==> src/rtl/ahb_bram_arbiter_pkg.sv <==
// Shared constants and types for the two-master AHB-lite BRAM arbiter.
package ahb_bram_arbiter_pkg;

  localparam logic [1:0] HTRANS_IDLE   = 2'b00;
  localparam logic [1:0] HTRANS_NONSEQ = 2'b10;

  // Owner of the slave data phase currently in progress.
  typedef enum logic [1:0] {
    DP_IDLE = 2'b00,
    OWN_M0  = 2'b01,
    OWN_M1  = 2'b10
  } dp_owner_e;

  // Grant encoding, also used for the last-granted master.
  typedef enum logic {
    M0 = 1'b0,
    M1 = 1'b1
  } grant_e;

  // Address/control captured for a transfer that lost arbitration.
  typedef struct packed {
    logic [31:0] haddr;
    logic        hwrite;
    logic [2:0]  hsize;
  } hold_t;

  function automatic dp_owner_e owner_of(grant_e g);
    return (g == M0) ? OWN_M0 : OWN_M1;
  endfunction

endpackage

==> src/rtl/ahb_bram_arbiter_if.sv <==
// AHB-lite link: one instance per master port and one toward the BRAM.
interface ahb_bram_arbiter_if;

  logic        HSEL;
  logic [31:0] HADDR;
  logic [1:0]  HTRANS;
  logic        HWRITE;
  logic [2:0]  HSIZE;
  logic [31:0] HWDATA;
  logic        HREADY;
  logic        HREADYOUT;
  logic [31:0] HRDATA;
  logic        HRESP;

  // AHB master driving a link.
  modport master (
    output HSEL, HADDR, HTRANS, HWRITE, HSIZE, HWDATA,
    input  HREADY, HRDATA, HRESP
  );

  // Slave end of a master link (arbiter input side).
  modport slave (
    input  HSEL, HADDR, HTRANS, HWRITE, HSIZE, HWDATA,
    output HREADY, HRDATA, HRESP
  );

  // Arbiter toward the BRAM: it also drives HREADY and sees HREADYOUT.
  modport bridge (
    output HSEL, HADDR, HTRANS, HWRITE, HSIZE, HWDATA, HREADY,
    input  HREADYOUT, HRDATA
  );

  // The BRAM itself.
  modport bram (
    input  HSEL, HADDR, HTRANS, HWRITE, HSIZE, HWDATA, HREADY,
    output HREADYOUT, HRDATA, HRESP
  );

endinterface

==> src/rtl/ahb_input_stage.sv <==
// Per-master front end: pending-transfer capture and HREADY generation.
module ahb_input_stage
  import ahb_bram_arbiter_pkg::*;
(
  input  logic               HCLK,
  input  logic               HRESETn,
  ahb_bram_arbiter_if.slave  bus,
  input  logic               is_owner,
  input  logic               fwd_live,
  input  logic               fwd_hold,
  input  logic               s_hreadyout,
  input  logic [31:0]        s_hrdata,
  output logic               live,
  output logic               pend,
  output hold_t              hold
);

  logic  pend_q, pend_d;
  hold_t hold_q, hold_d;
  logic  hready;
  logic  unused_htrans0;

  assign unused_htrans0 = bus.HTRANS[0];

  // HREADY never looks at the grant, which keeps the grant loop-free.
  always_comb begin
    hready = is_owner ? s_hreadyout : ~pend_q;
    live   = bus.HSEL & bus.HTRANS[1] & hready;
  end

  // A live transfer not forwarded this edge is parked; a parked one clears when forwarded.
  always_comb begin
    pend_d = pend_q;
    hold_d = hold_q;
    if (live && !fwd_live) begin
      pend_d = 1'b1;
      hold_d = '{haddr: bus.HADDR, hwrite: bus.HWRITE, hsize: bus.HSIZE};
    end else if (fwd_hold) begin
      pend_d = 1'b0;
    end
  end

  // Pending state and held address/control.
  always_ff @(posedge HCLK or negedge HRESETn) begin
    if (!HRESETn) begin
      pend_q <= 1'b0;
      hold_q <= '0;
    end else begin
      pend_q <= pend_d;
      hold_q <= hold_d;
    end
  end

  // Response back to the master.
  always_comb begin
    bus.HREADY = hready;
    bus.HRDATA = s_hrdata;
    bus.HRESP  = 1'b0;
    pend       = pend_q;
    hold       = hold_q;
  end

endmodule

==> src/rtl/ahb_bram_arbiter.sv <==
// Two-master AHB-lite arbiter in front of a single BRAM slave.
module ahb_bram_arbiter
  import ahb_bram_arbiter_pkg::*;
#(
  parameter int unsigned FIXED_PRIO = 0
) (
  input  logic               HCLK,
  input  logic               HRESETn,
  ahb_bram_arbiter_if.slave  m0,
  ahb_bram_arbiter_if.slave  m1,
  ahb_bram_arbiter_if.bridge s
);

  logic      live0, live1, pend0, pend1;
  hold_t     hold0, hold1;
  dp_owner_e dp_q, dp_d;
  grant_e    last_q, last_d, gnt;
  logic      gnt_vld;
  hold_t     fwd_ctl, s_ctl_q, s_ctl_d;
  logic      fwd_live0, fwd_hold0, fwd_live1, fwd_hold1;

  ahb_input_stage u_stage0 (
    .HCLK        (HCLK),
    .HRESETn     (HRESETn),
    .bus         (m0),
    .is_owner    (dp_q == OWN_M0),
    .fwd_live    (fwd_live0),
    .fwd_hold    (fwd_hold0),
    .s_hreadyout (s.HREADYOUT),
    .s_hrdata    (s.HRDATA),
    .live        (live0),
    .pend        (pend0),
    .hold        (hold0)
  );

  ahb_input_stage u_stage1 (
    .HCLK        (HCLK),
    .HRESETn     (HRESETn),
    .bus         (m1),
    .is_owner    (dp_q == OWN_M1),
    .fwd_live    (fwd_live1),
    .fwd_hold    (fwd_hold1),
    .s_hreadyout (s.HREADYOUT),
    .s_hrdata    (s.HRDATA),
    .live        (live1),
    .pend        (pend1),
    .hold        (hold1)
  );

  // Grant: sole requester wins; ties go to the master not granted last (or M0 if fixed).
  always_comb begin
    logic req0, req1;
    req0    = pend0 | live0;
    req1    = pend1 | live1;
    gnt     = M0;
    gnt_vld = 1'b0;
    // Gated by reset so nothing reaches the slave while HRESETn is low.
    if (HRESETn && s.HREADYOUT) begin
      if (req0 && req1) begin
        gnt_vld = 1'b1;
        gnt     = (FIXED_PRIO != 0) ? M0 : ((last_q == M0) ? M1 : M0);
      end else if (req0) begin
        gnt_vld = 1'b1;
        gnt     = M0;
      end else if (req1) begin
        gnt_vld = 1'b1;
        gnt     = M1;
      end
    end
  end

  // Address/control mux: held copy if the winner is pending, else its live bus.
  always_comb begin
    if (gnt == M0) begin
      fwd_ctl = pend0 ? hold0 : '{haddr: m0.HADDR, hwrite: m0.HWRITE, hsize: m0.HSIZE};
    end else begin
      fwd_ctl = pend1 ? hold1 : '{haddr: m1.HADDR, hwrite: m1.HWRITE, hsize: m1.HSIZE};
    end
    fwd_live0 = gnt_vld & (gnt == M0) & ~pend0;
    fwd_hold0 = gnt_vld & (gnt == M0) & pend0;
    fwd_live1 = gnt_vld & (gnt == M1) & ~pend1;
    fwd_hold1 = gnt_vld & (gnt == M1) & pend1;
  end

  // Next data-phase owner, last grant and last forwarded address/control.
  always_comb begin
    dp_d    = dp_q;
    last_d  = last_q;
    s_ctl_d = s_ctl_q;
    if (s.HREADYOUT) begin
      dp_d = gnt_vld ? owner_of(gnt) : DP_IDLE;
    end
    if (gnt_vld) begin
      last_d  = gnt;
      s_ctl_d = fwd_ctl;
    end
  end

  // Arbiter state registers.
  always_ff @(posedge HCLK or negedge HRESETn) begin
    if (!HRESETn) begin
      dp_q    <= DP_IDLE;
      last_q  <= M1;
      s_ctl_q <= '0;
    end else begin
      dp_q    <= dp_d;
      last_q  <= last_d;
      s_ctl_q <= s_ctl_d;
    end
  end

  // Slave-side outputs; every forwarded beat goes out as NONSEQ.
  always_comb begin
    hold_t ctl;
    ctl      = gnt_vld ? fwd_ctl : s_ctl_q;
    s.HSEL   = gnt_vld;
    s.HTRANS = gnt_vld ? HTRANS_NONSEQ : HTRANS_IDLE;
    s.HADDR  = ctl.haddr;
    s.HWRITE = ctl.hwrite;
    s.HSIZE  = ctl.hsize;
    s.HREADY = s.HREADYOUT;
    unique case (dp_q)
      OWN_M0:  s.HWDATA = m0.HWDATA;
      OWN_M1:  s.HWDATA = m1.HWDATA;
      default: s.HWDATA = '0;
    endcase
  end

endmodule

==> src/flat_wrapper.sv <==
// flat-port wrapper written by rule: the top's interface ports become plain ports
module ahb_bram_arbiter_flat import ahb_bram_arbiter_pkg::*;
#(
  parameter int unsigned FIXED_PRIO = 0
)
  (HCLK, HRESETn, m0_HSEL, m0_HADDR, m0_HTRANS, m0_HWRITE, m0_HSIZE, m0_HWDATA, m0_HREADY, m0_HRDATA, m0_HRESP, m1_HSEL, m1_HADDR, m1_HTRANS, m1_HWRITE, m1_HSIZE, m1_HWDATA, m1_HREADY, m1_HRDATA, m1_HRESP, s_HSEL, s_HADDR, s_HTRANS, s_HWRITE, s_HSIZE, s_HWDATA, s_HREADY, s_HREADYOUT, s_HRDATA);
  ahb_bram_arbiter_if m0_i ();
  ahb_bram_arbiter_if m1_i ();
  ahb_bram_arbiter_if s_i ();
  input  logic HCLK;
  input  logic HRESETn;
  input wire logic [$bits(m0_i.HSEL)-1:0] m0_HSEL;
  input wire logic [$bits(m0_i.HADDR)-1:0] m0_HADDR;
  input wire logic [$bits(m0_i.HTRANS)-1:0] m0_HTRANS;
  input wire logic [$bits(m0_i.HWRITE)-1:0] m0_HWRITE;
  input wire logic [$bits(m0_i.HSIZE)-1:0] m0_HSIZE;
  input wire logic [$bits(m0_i.HWDATA)-1:0] m0_HWDATA;
  output wire logic [$bits(m0_i.HREADY)-1:0] m0_HREADY;
  output wire logic [$bits(m0_i.HRDATA)-1:0] m0_HRDATA;
  output wire logic [$bits(m0_i.HRESP)-1:0] m0_HRESP;
  input wire logic [$bits(m1_i.HSEL)-1:0] m1_HSEL;
  input wire logic [$bits(m1_i.HADDR)-1:0] m1_HADDR;
  input wire logic [$bits(m1_i.HTRANS)-1:0] m1_HTRANS;
  input wire logic [$bits(m1_i.HWRITE)-1:0] m1_HWRITE;
  input wire logic [$bits(m1_i.HSIZE)-1:0] m1_HSIZE;
  input wire logic [$bits(m1_i.HWDATA)-1:0] m1_HWDATA;
  output wire logic [$bits(m1_i.HREADY)-1:0] m1_HREADY;
  output wire logic [$bits(m1_i.HRDATA)-1:0] m1_HRDATA;
  output wire logic [$bits(m1_i.HRESP)-1:0] m1_HRESP;
  output wire logic [$bits(s_i.HSEL)-1:0] s_HSEL;
  output wire logic [$bits(s_i.HADDR)-1:0] s_HADDR;
  output wire logic [$bits(s_i.HTRANS)-1:0] s_HTRANS;
  output wire logic [$bits(s_i.HWRITE)-1:0] s_HWRITE;
  output wire logic [$bits(s_i.HSIZE)-1:0] s_HSIZE;
  output wire logic [$bits(s_i.HWDATA)-1:0] s_HWDATA;
  output wire logic [$bits(s_i.HREADY)-1:0] s_HREADY;
  input wire logic [$bits(s_i.HREADYOUT)-1:0] s_HREADYOUT;
  input wire logic [$bits(s_i.HRDATA)-1:0] s_HRDATA;
  assign m0_i.HSEL = m0_HSEL;
  assign m0_i.HADDR = m0_HADDR;
  assign m0_i.HTRANS = m0_HTRANS;
  assign m0_i.HWRITE = m0_HWRITE;
  assign m0_i.HSIZE = m0_HSIZE;
  assign m0_i.HWDATA = m0_HWDATA;
  assign m0_HREADY = m0_i.HREADY;
  assign m0_HRDATA = m0_i.HRDATA;
  assign m0_HRESP = m0_i.HRESP;
  assign m1_i.HSEL = m1_HSEL;
  assign m1_i.HADDR = m1_HADDR;
  assign m1_i.HTRANS = m1_HTRANS;
  assign m1_i.HWRITE = m1_HWRITE;
  assign m1_i.HSIZE = m1_HSIZE;
  assign m1_i.HWDATA = m1_HWDATA;
  assign m1_HREADY = m1_i.HREADY;
  assign m1_HRDATA = m1_i.HRDATA;
  assign m1_HRESP = m1_i.HRESP;
  assign s_HSEL = s_i.HSEL;
  assign s_HADDR = s_i.HADDR;
  assign s_HTRANS = s_i.HTRANS;
  assign s_HWRITE = s_i.HWRITE;
  assign s_HSIZE = s_i.HSIZE;
  assign s_HWDATA = s_i.HWDATA;
  assign s_HREADY = s_i.HREADY;
  assign s_i.HREADYOUT = s_HREADYOUT;
  assign s_i.HRDATA = s_HRDATA;
  ahb_bram_arbiter #(.FIXED_PRIO(FIXED_PRIO)) u_core (.HCLK(HCLK), .HRESETn(HRESETn), .m0(m0_i), .m1(m1_i), .s(s_i));
endmodule
==> config.mk <==
export PLATFORM = sky130hd
export DESIGN_NAME = ahb_bram_arbiter_flat
export DESIGN_NICKNAME = d
export VERILOG_FILES = /design/src/rtl/ahb_bram_arbiter_pkg.sv /design/src/rtl/ahb_bram_arbiter_if.sv /design/src/rtl/ahb_input_stage.sv /design/src/rtl/ahb_bram_arbiter.sv /design/src/flat_wrapper.sv
export SDC_FILE = /design/constraint.sdc
export NUM_CORES = 1
export LEC_CHECK = 0
export CORE_MARGIN = 10
export CORE_UTILIZATION = 30
export DETAILED_ROUTE_END_ITERATION = 12
export GPL_ROUTABILITY_DRIVEN = 1
export PLACE_DENSITY = 0.73
export SYNTH_ARGS = -nofsm -noshare
export SYNTH_HDL_FRONTEND = slang
export SYNTH_SLANG_ARGS = --single-unit
==> constraint.sdc <==
create_clock -name HCLK -period 4.6 [get_ports HCLK]
set_input_delay 0.46 -clock HCLK [delete_from_list [all_inputs] [get_ports HCLK]]
set_output_delay 0.46 -clock HCLK [all_outputs]
set_load 0.005 [all_outputs]
# Word level (Yosys, flattened, before mapping)
# Index checks and enable logic that the tools add are counted.
# W data, S select, Z words.
dict set report op_classes {
  addsub 0
  n_mul 0
  magnitude_cmp 0
  n_shift 0
  reduce_logical 8
  n_eq_ne 2
  n_bitwise 15
  n_mux 22
  div_mod_pow 0
}
# cell count
set ops {}
lappend ops {{$mux W36} 4}
lappend ops {{$pmux W32 S2} 1}
lappend ops {{$mux W1} 14}
lappend ops {{$and A1 B1 Y1} 10}
lappend ops {{$mux W2} 3}
lappend ops {{$logic_and A1 B1 Y1} 4}
lappend ops {{$reduce_bool A2 Y1} 2}
lappend ops {{$not A1 Y1} 3}
lappend ops {{$eq A2 B1 Y1 const B} 1}
lappend ops {{$eq A2 B2 Y1 const B} 1}
lappend ops {{$logic_not A1 Y1} 2}
lappend ops {{$or A1 B1 Y1} 2}
dict set report totals {
  ramBits 0
  ff_bits 113
  romBits 0
  memories 0
  output_inout_bits 140
  latchBits 0
}

# Logic depth before layout (Yosys ltp)
# Gate-level depths: netlist of the first run.
dict set report logic_depth {
  ltp_word 14
  ltp_mapped 9
  ltp_nobuf 6
}

# Hierarchy
# From an unflattened synthesis of the first run, not the netlist that was laid out.
dict set report hier_totals {
  cells_unflattened 543
  hier_area_um2 6323.6
}
# module instances cells_each seq_area_each_um2 area_per_inst_um2
set by_module_without_submodules {}
lappend by_module_without_submodules {ahb_input_stage 2 118 925.9 1672.9}
lappend by_module_without_submodules {ahb_bram_arbiter 1 307 977.2 2977.9}

# Worst setup path after synthesis of the first run
# No wires, ideal clock.
dict set report synth_timing {
  path_kind {reg2out}
  startpoint {register u_core.dp_q[1]}
  endpoint {output s_HADDR[11]}
  path_buffers 3
  arrival_time_ns 1.961
  path_slack_ns 2.179
  stages_incl_launch_ff 10
  required_ns 4.140
  cell_sequence {dfrtp_1 > inv_1 > ha_1 > buf_2 > a21oi_1 > o21ai_1 > buf_2 > buf_2 > mux2_2 > o21ai_0}
}
dict set report synth_via {
  elab_chain_len 10
  word_cells_on_any_way 18
  cone_classes {2 x eq/ne; 11 x mux; 4 x bitwise; 1 x reduce/logical}
}
# item line
set synth_lines {}
lappend synth_lines {{start, declared} ahb_bram_arbiter.sv:16} ;# dp_owner_e dp_q, dp_d;
lappend synth_lines {{start signal, assigned} ahb_bram_arbiter.sv:106} ;# dp_q <= dp_d;
lappend synth_lines {{$eq A2 B2 Y1} ahb_bram_arbiter.sv:40} ;# .is_owner (dp_q == OWN_M1),
lappend synth_lines {{$mux W1} ahb_input_stage.sv:27} ;# hready = is_owner ? s_hreadyout : ~pend_q;
lappend synth_lines {{$and A1 B1 Y1} ahb_input_stage.sv:28} ;# live = bus.HSEL & bus.HTRANS[1] & hready;
lappend synth_lines {{$or A1 B1 Y1} ahb_bram_arbiter.sv:54} ;# req1 = pend1 | live1;
lappend synth_lines {{$mux W1} ahb_bram_arbiter.sv:65} ;# end else if (req1) begin
lappend synth_lines {{$mux W1} ahb_bram_arbiter.sv:62} ;# end else if (req0) begin
lappend synth_lines {{$mux W1} ahb_bram_arbiter.sv:59} ;# if (req0 && req1) begin
lappend synth_lines {{$mux W1} ahb_bram_arbiter.sv:58} ;# if (HRESETn && s.HREADYOUT) begin
lappend synth_lines {{$mux W36} ahb_bram_arbiter.sv:74} ;# if (gnt == M0) begin
lappend synth_lines {{$mux W36 *} ahb_bram_arbiter.sv:115} ;# ctl = gnt_vld ? fwd_ctl : s_ctl_q;
lappend synth_lines {{end, declared} flat_wrapper.sv:31} ;# output wire logic [$bits(s_i.HADDR)-1:0] s_HADDR;
# Every way passes the cells marked *; elsewhere a longest branch is shown, timed or not.

# Worst setup path in the final report of the first run
dict set report layout_timing {
  startpoint {register u_core.dp_q[1]}
  endpoint {output s_HADDR[31]}
}
# The elaborated chain is that of the path after synthesis.

==> impl_metrics.toml, run 1 <==
[critical_path]
worst-path-buf-inv = 4
cp_slowest_stage_delay_ns = 0.64
cp_cell_sequence = "inv_1 -> ha_1 -> buf_4 -> a21oi_1 -> o21ai_4 -> buf_4 -> mux2_2 -> o21ai_0 -> clkdlybuf4s50_1"
arrival_ns = 3.37
cp-end-kind = "output port"
cpMostUsedCell = "buf_4"
path_class = "flip-flop to output port"
start_kind = "flip-flop"
critPathMaxFanout = 34
cp_slowest_cell = "clkdlybuf4s50_1"
required_ns = 4.14
critPathTopFamily = "buffers and inverters"

[cts]
cts_buffer_depth = 2
clk_pin_slew_worst_paths_ns = 0.06
cts_tree = "done"
postCtsSetupBuffers = 0
clock-sinks = 113
cts_htree_levels = 4
cts_made_buffers = 17
clockRootBuffer = "clkbuf_16"
clkLatencyLatePin_ns = 0.42
holdBufCountCts = 0
cts_resized = 0

[drt]
wirelength_um = 21010
initialDrtViolationCount = 259
avgRoutedWirePerCell_um = 20.07
firstDrtPassIters = 6
antenna_left = 0
drc = 0
viasPerCell = 4.853
num_vias = 5081

[global_route]
grt_use_total_pct = 14.35
antenna_found_initial = 1
gr-total-overflow = 0
grt_max_degree = 73
grt_pass1_wl_um = 32330
grt_pass1_vias = 5549

[logic_synthesis]
ys_seq_area_share_pct = 41.63
synth.avg_cell_area_um2 = 11.09
async_flop_share_pct = 100.0
mappedNetlistArea_mm2 = 0.006795
synthCells = 613
synth_edf_count = 0
synth_ff_type = "dfrtp_1"
yosys_warnings = 0
synth_seq_cells = 113
synth_cell_type_count = 31

[timing]
finClkSkew_ns = 0.01244
finalSetupViolCount = 0
fin_crit_sh_pct = 83.27
rsz0062_at_grt = "no"
fin_crit_ns = 3.830
setup_tns_ns = 0
tightestPinTransition_ns = 1.106
fin_ws_ns = 0.7695
fmax_mhz = 261.1
drv_slew = 0
hold_violations = 0
slew_headroom_pct = 26.26

[placed_design]
portBuffers = 215
pre_cts_ws_ns = 0.9165
gp_congestion = 0.7441
dp_cells = 1014
dp_hpwl_um = 14590

[floorplanning]
rows = 55
die_area_mm2 = 0.02907
core_area_mm2 = 0.02243
die_width_um = 170.5
initial_core_util_pct = 30.29
die_y_um = 170.5
pin_count = 317

[status]
status = "finished, final reports clean"

[cells_and_area]
layout.cells.non_filler = 1047
fillCellCount = 2117
drive_gt1_share_pct = 21.94
utilization_pct = 41.46
finalNetCount = 927
syn2layout_area_growth_pct = 36.86
layout_common_cells = "214 x clkdlybuf4s50_1, 110 x dfrtp_1, 79 x mux2_2"
layout_commonest_cell = "clkdlybuf4s50_1"

[pwr]
finalPower_mw = 5.864
p_leak_nw = 3.798
max-vdd-ir-drop_v = 0.0003306
p_per_area_mw_per_mm2 = 630.5

[run]
cap_violations = 0

[hold_path]
worstHoldPathType = "input port to asynchronous set/reset pin"
-- cell families (layout without fill, tap and decap cells) --
family,Yosys count,in the layout,share of synthesized area [%]
mux,183,183,30.62
buf+inv,119,265,11.21
flops,113,113,41.63
compound gates,112,112,11.08
simple gates,81,81,4.732
fa+ha+maj,4,4,0.6628
other cells,1,4,0.05519
-- stage by stage --
stage	hold slack [ns]	cell area, um2
6_report	0.2546	9300
3_5_place_dp	0.4930	8700
5_1_grt	0.3058	9300
4_1_cts	0.2861	9298
3_3_place_gp	0.4864	8700
2_1_floorplan	0.1644	6803
-- final timing paths --
check,cells after the start,startpoint,to,slack (ns)
setup / recovery,9,u_core.dp_q[1],s_HADDR[31],0.77
min in group HCLK,1,u_core.u_stage1.hold[35],u_core.u_stage1.hold[35],0.50
hold / removal,2,HRESETn,u_core.s_ctl_q[0],0.25
max in group asynchronous,3,HRESETn,u_core.s_ctl_q[23],3.02
setup reg to reg,6,u_core.u_stage1.pend,u_core.u_stage1.hold[29],1.80
hold reg to reg,1,u_core.u_stage1.hold[35],u_core.u_stage1.hold[35],0.50
-- synthesized netlist by cell type, drive strengths merged (3+ instances only) --
library cell  number  area (um2)
mux2             109        1340
buf               92       659.4
a21oi              3       15.01
clkbuf            24       91.33
o211ai            36       270.3
mux2i             74       740.7
dfrtp            112        2803
nand2             40       152.6
o21ai             39       195.2
nor2              35       131.4
inv                3       11.26
a22oi             32       240.2
-- per-layer routing --
| layer | global-route usage (%) | share of wire [%] | routed length, um |
|---|---|---|---|
| met1 | 16.57 | 42 | 8729 |
| met2 | 24.43 | 50 | 10520 |
| met3 | 4.171 | 5.7 | 1192 |
| met4 | 5.759 | 2.7 | 571 |
| met5 | 0 | 0 | 0 |
-- power breakdown --
| part | internal, mW | switching (mW) |
|---|---|---|
| clock | 0.819 | 0.520 |
| combinational | 1.59 | 1.17 |
| sequential | 1.50 | 0.267 |
-- state kept, by name, indices dropped and copies added (netlist names) --
signal / flops
u_core.s_ctl_q: 36
u_core.u_stage0.hold: 36
u_core.u_stage1.hold: 36
u_core.dp_q: 2
u_core.last_q: 1
u_core.u_stage0.pend: 1
u_core.u_stage1.pend: 1
-- layout make-up --
cell class	count	area, um2	share of cell area [%]
Antenna cell	1	2.502	0.02691
Clock buffer	18	439.2	4.722
Clock inverter	14	158.9	1.709
Inverter	3	11.26	0.1211
Multi-Input combinational cell	383	3238	34.82
Sequential cell	113	2831	30.45
Tap cell	285	356.6	3.834
Timing Repair Buffer	230	2262	24.32
Note: power is estimated with default switching activity, not from simulation.
==> run 2: changes to the inputs <==
--- a/config.mk
+++ b/config.mk
@@ -9,7 +9,7 @@
 export CORE_UTILIZATION = 30
 export DETAILED_ROUTE_END_ITERATION = 12
 export GPL_ROUTABILITY_DRIVEN = 1
-export PLACE_DENSITY = 0.73
+export PLACE_DENSITY = 0.75
 export SYNTH_ARGS = -nofsm -noshare
 export SYNTH_HDL_FRONTEND = slang
 export SYNTH_SLANG_ARGS = --single-unit
==> constraint.sdc (replaced) <==
create_clock -name HCLK -period 3.4 [get_ports HCLK]
set_input_delay 0.34 -clock HCLK [delete_from_list [all_inputs] [get_ports HCLK]]
set_output_delay 0.34 -clock HCLK [all_outputs]
set_load 0.005 [all_outputs]
==> run 2 against run 1 <==
Worst setup slack lost 0.50 ns; power grew 35%; clock-buffer cell count grew 1; non-clock buffer count grew 2; wire length grew 0.27%; clock skew shrank 0.00082 ns; sequential power grew 32%; first-iteration DRC count grew 63%; critical path type unchanged; critical endpoint is now s_HADDR[9]; largest cell class unchanged; highest routed layer unchanged.
==> impl_metrics.toml, run 2 (synthesis gave the netlist of run 1 again) <==
[timing]
drv_slew = 0
setup_tns_ns = 0
finalSetupViolCount = 0
tightestPinTransition_ns = 1.052
fin_crit_ns = 3.132
fmax_mhz = 319.3
hold_violations = 0
finClkSkew_ns = 0.01161
slew_headroom_pct = 29.86
rsz0062_at_grt = "no"
fin_crit_sh_pct = 92.11

[global_route]
antenna_found_initial = 0
grt_max_degree = 80
gr-total-overflow = 0
grt_pass1_wl_um = 32370
grt_pass1_vias = 5454
grt_use_total_pct = 14.42

[drt]
initialDrtViolationCount = 422
avgRoutedWirePerCell_um = 20.11
num_vias = 5098
antenna_left = 0
viasPerCell = 4.865
firstDrtPassIters = 5
wirelength_um = 21070
drc = 0

[critical_path]
start_kind = "flip-flop"
cp-end-kind = "output port"
r2r-end = "u_core.u_stage1.hold[28]"
required_ns = 3.06
arrival_ns = 2.79
reg2reg_depth = 8
critPathMaxFanout = 22
r2r_start = "u_core.u_stage1.pend"
worst-r2r-setup-slack_ns = 0.95
cp_slowest_cell = "clkdlybuf4s50_1"
cp_slowest_stage_delay_ns = 0.57
cp_cell_sequence = "inv_1 -> ha_1 -> a21oi_1 -> o21ai_4 -> buf_12 -> mux2_2 -> o21ai_0 -> clkdlybuf4s50_1"
path_class = "flip-flop to output port"

[placed_design]
gp_congestion = 0.7605
portBuffers = 215
dp_hpwl_um = 14780

[cts]
cts_tree = "done"
postCtsSetupBuffers = 0
clkLatencyLatePin_ns = 0.41
cts_htree_levels = 4
cts_resized = 0
clock-sinks = 113
clk_pin_slew_worst_paths_ns = 0.06
holdBufCountCts = 0
clockRootBuffer = "clkbuf_16"
cts_made_buffers = 17
cts_buffer_depth = 2

[floorplanning]
pin_count = 317
die_width_um = 170.5
core_area_mm2 = 0.02243
die_area_mm2 = 0.02907
initial_core_util_pct = 30.29
rows = 55
die_y_um = 170.5

[cells_and_area]
antenna_cells = 0
syn2layout_area_growth_pct = 37.53
drive_gt1_share_pct = 22.15
layout_common_cells = "214 x clkdlybuf4s50_1, 110 x dfrtp_1, 79 x mux2_2"
utilization_pct = 41.66
layout_commonest_cell = "clkdlybuf4s50_1"
finalNetCount = 929

[pwr]
p_leak_nw = 3.824
max-vdd-ir-drop_v = 0.0004428
p_per_area_mw_per_mm2 = 847.4

[run]
cap_violations = 0

[status]
status = "finished, final reports clean"

[hold_path]
worstHoldPathType = "input port to asynchronous set/reset pin"
[run 2: changes by cell type in the layout (fill, tap and decap cells not counted)]
cell,previous run,this run
bufinv_16,2,1
buf_12,0,4
inv_8,1,0
diode_2,1,0
buf_4,16,14
clkinvlp_4,4,3
clkbuf_8,1,2
inv_6,1,3
[run 2: area by class of cell]
| cell class | count | area [um2] |
|---|---|---|
| well taps | 285 | 356.6 |
| inverters | 3 | 11.26 |
| fillers | 2129 | 13090 |
| repair buffers | 232 | 2327 |
| flip-flops and latches | 113 | 2831 |
| clock buffers | 19 | 452.9 |
| multi-input cells | 383 | 3238 |
| clock inverters | 13 | 127.6 |
[run 2: worst max-delay path, delay by kind of cell (launching register included)]
family,cells,cell delay (ns)
AO/OA/AOI/OAI,3,0.59
adder cells (fa/ha/maj),1,0.16
buffers and inverters,3,0.88
multiplexers,1,0.35
flip-flops,1,0.39
[run 2: power breakdown]
group	internal, mW	total, mW	switching (mW)
combinational	2.19	3.84	1.65
sequential	2.04	2.34	0.304
clock	1.05	1.74	0.684
[run 2: how the worst max path moves through the flow]
stage                    from          end  slack [ns]  cells after the start
2_1_floorplan  u_core.dp_q[1]  s_HADDR[11]        1.10                      9
3_3_place_gp      s_HREADYOUT  s_HADDR[16]        0.28                      8
3_5_place_dp      s_HREADYOUT  s_HADDR[16]        0.28                      8
4_1_cts        u_core.dp_q[1]  s_HADDR[16]        0.21                      8
5_1_grt        u_core.dp_q[1]   s_HADDR[9]        0.03                      8
6_report       u_core.dp_q[1]   s_HADDR[9]        0.27                      8
[run 2: per-stage QoR]
step / cell area [um2] / hold slack [ns] / power [mW] / cells / worst slack, ns
6_report: 9345 / 0.03103 / 7.919 / 1048 / 0.2681
5_1_grt: 9345 / 0.05848 / 8.461 / 1048 / 0.03322
4_1_cts: 9345 / 0.03886 / 8.036 / 1048 / 0.2132
3_5_place_dp: 8765 / 0.4897 / 6.239 / 1016 / 0.2821
3_3_place_gp: 8765 / 0.4852 / 6.126 / 1016 / 0.2779
2_1_floorplan: 6803 / 0.04441 / 4.733 / 615 / 1.099
[run 2: per-layer routing]
layer | GRT usage [%] | vias to the layer above | part of all wire [%]
li1 | - | 2391 | -
met1 | 16.75 | 2512 | 41
met2 | 24.06 | 132 | 50
met3 | 4.401 | 63 | 5.9
met4 | 6.217 | 0 | 3.1
met5 | 0 | - | 0
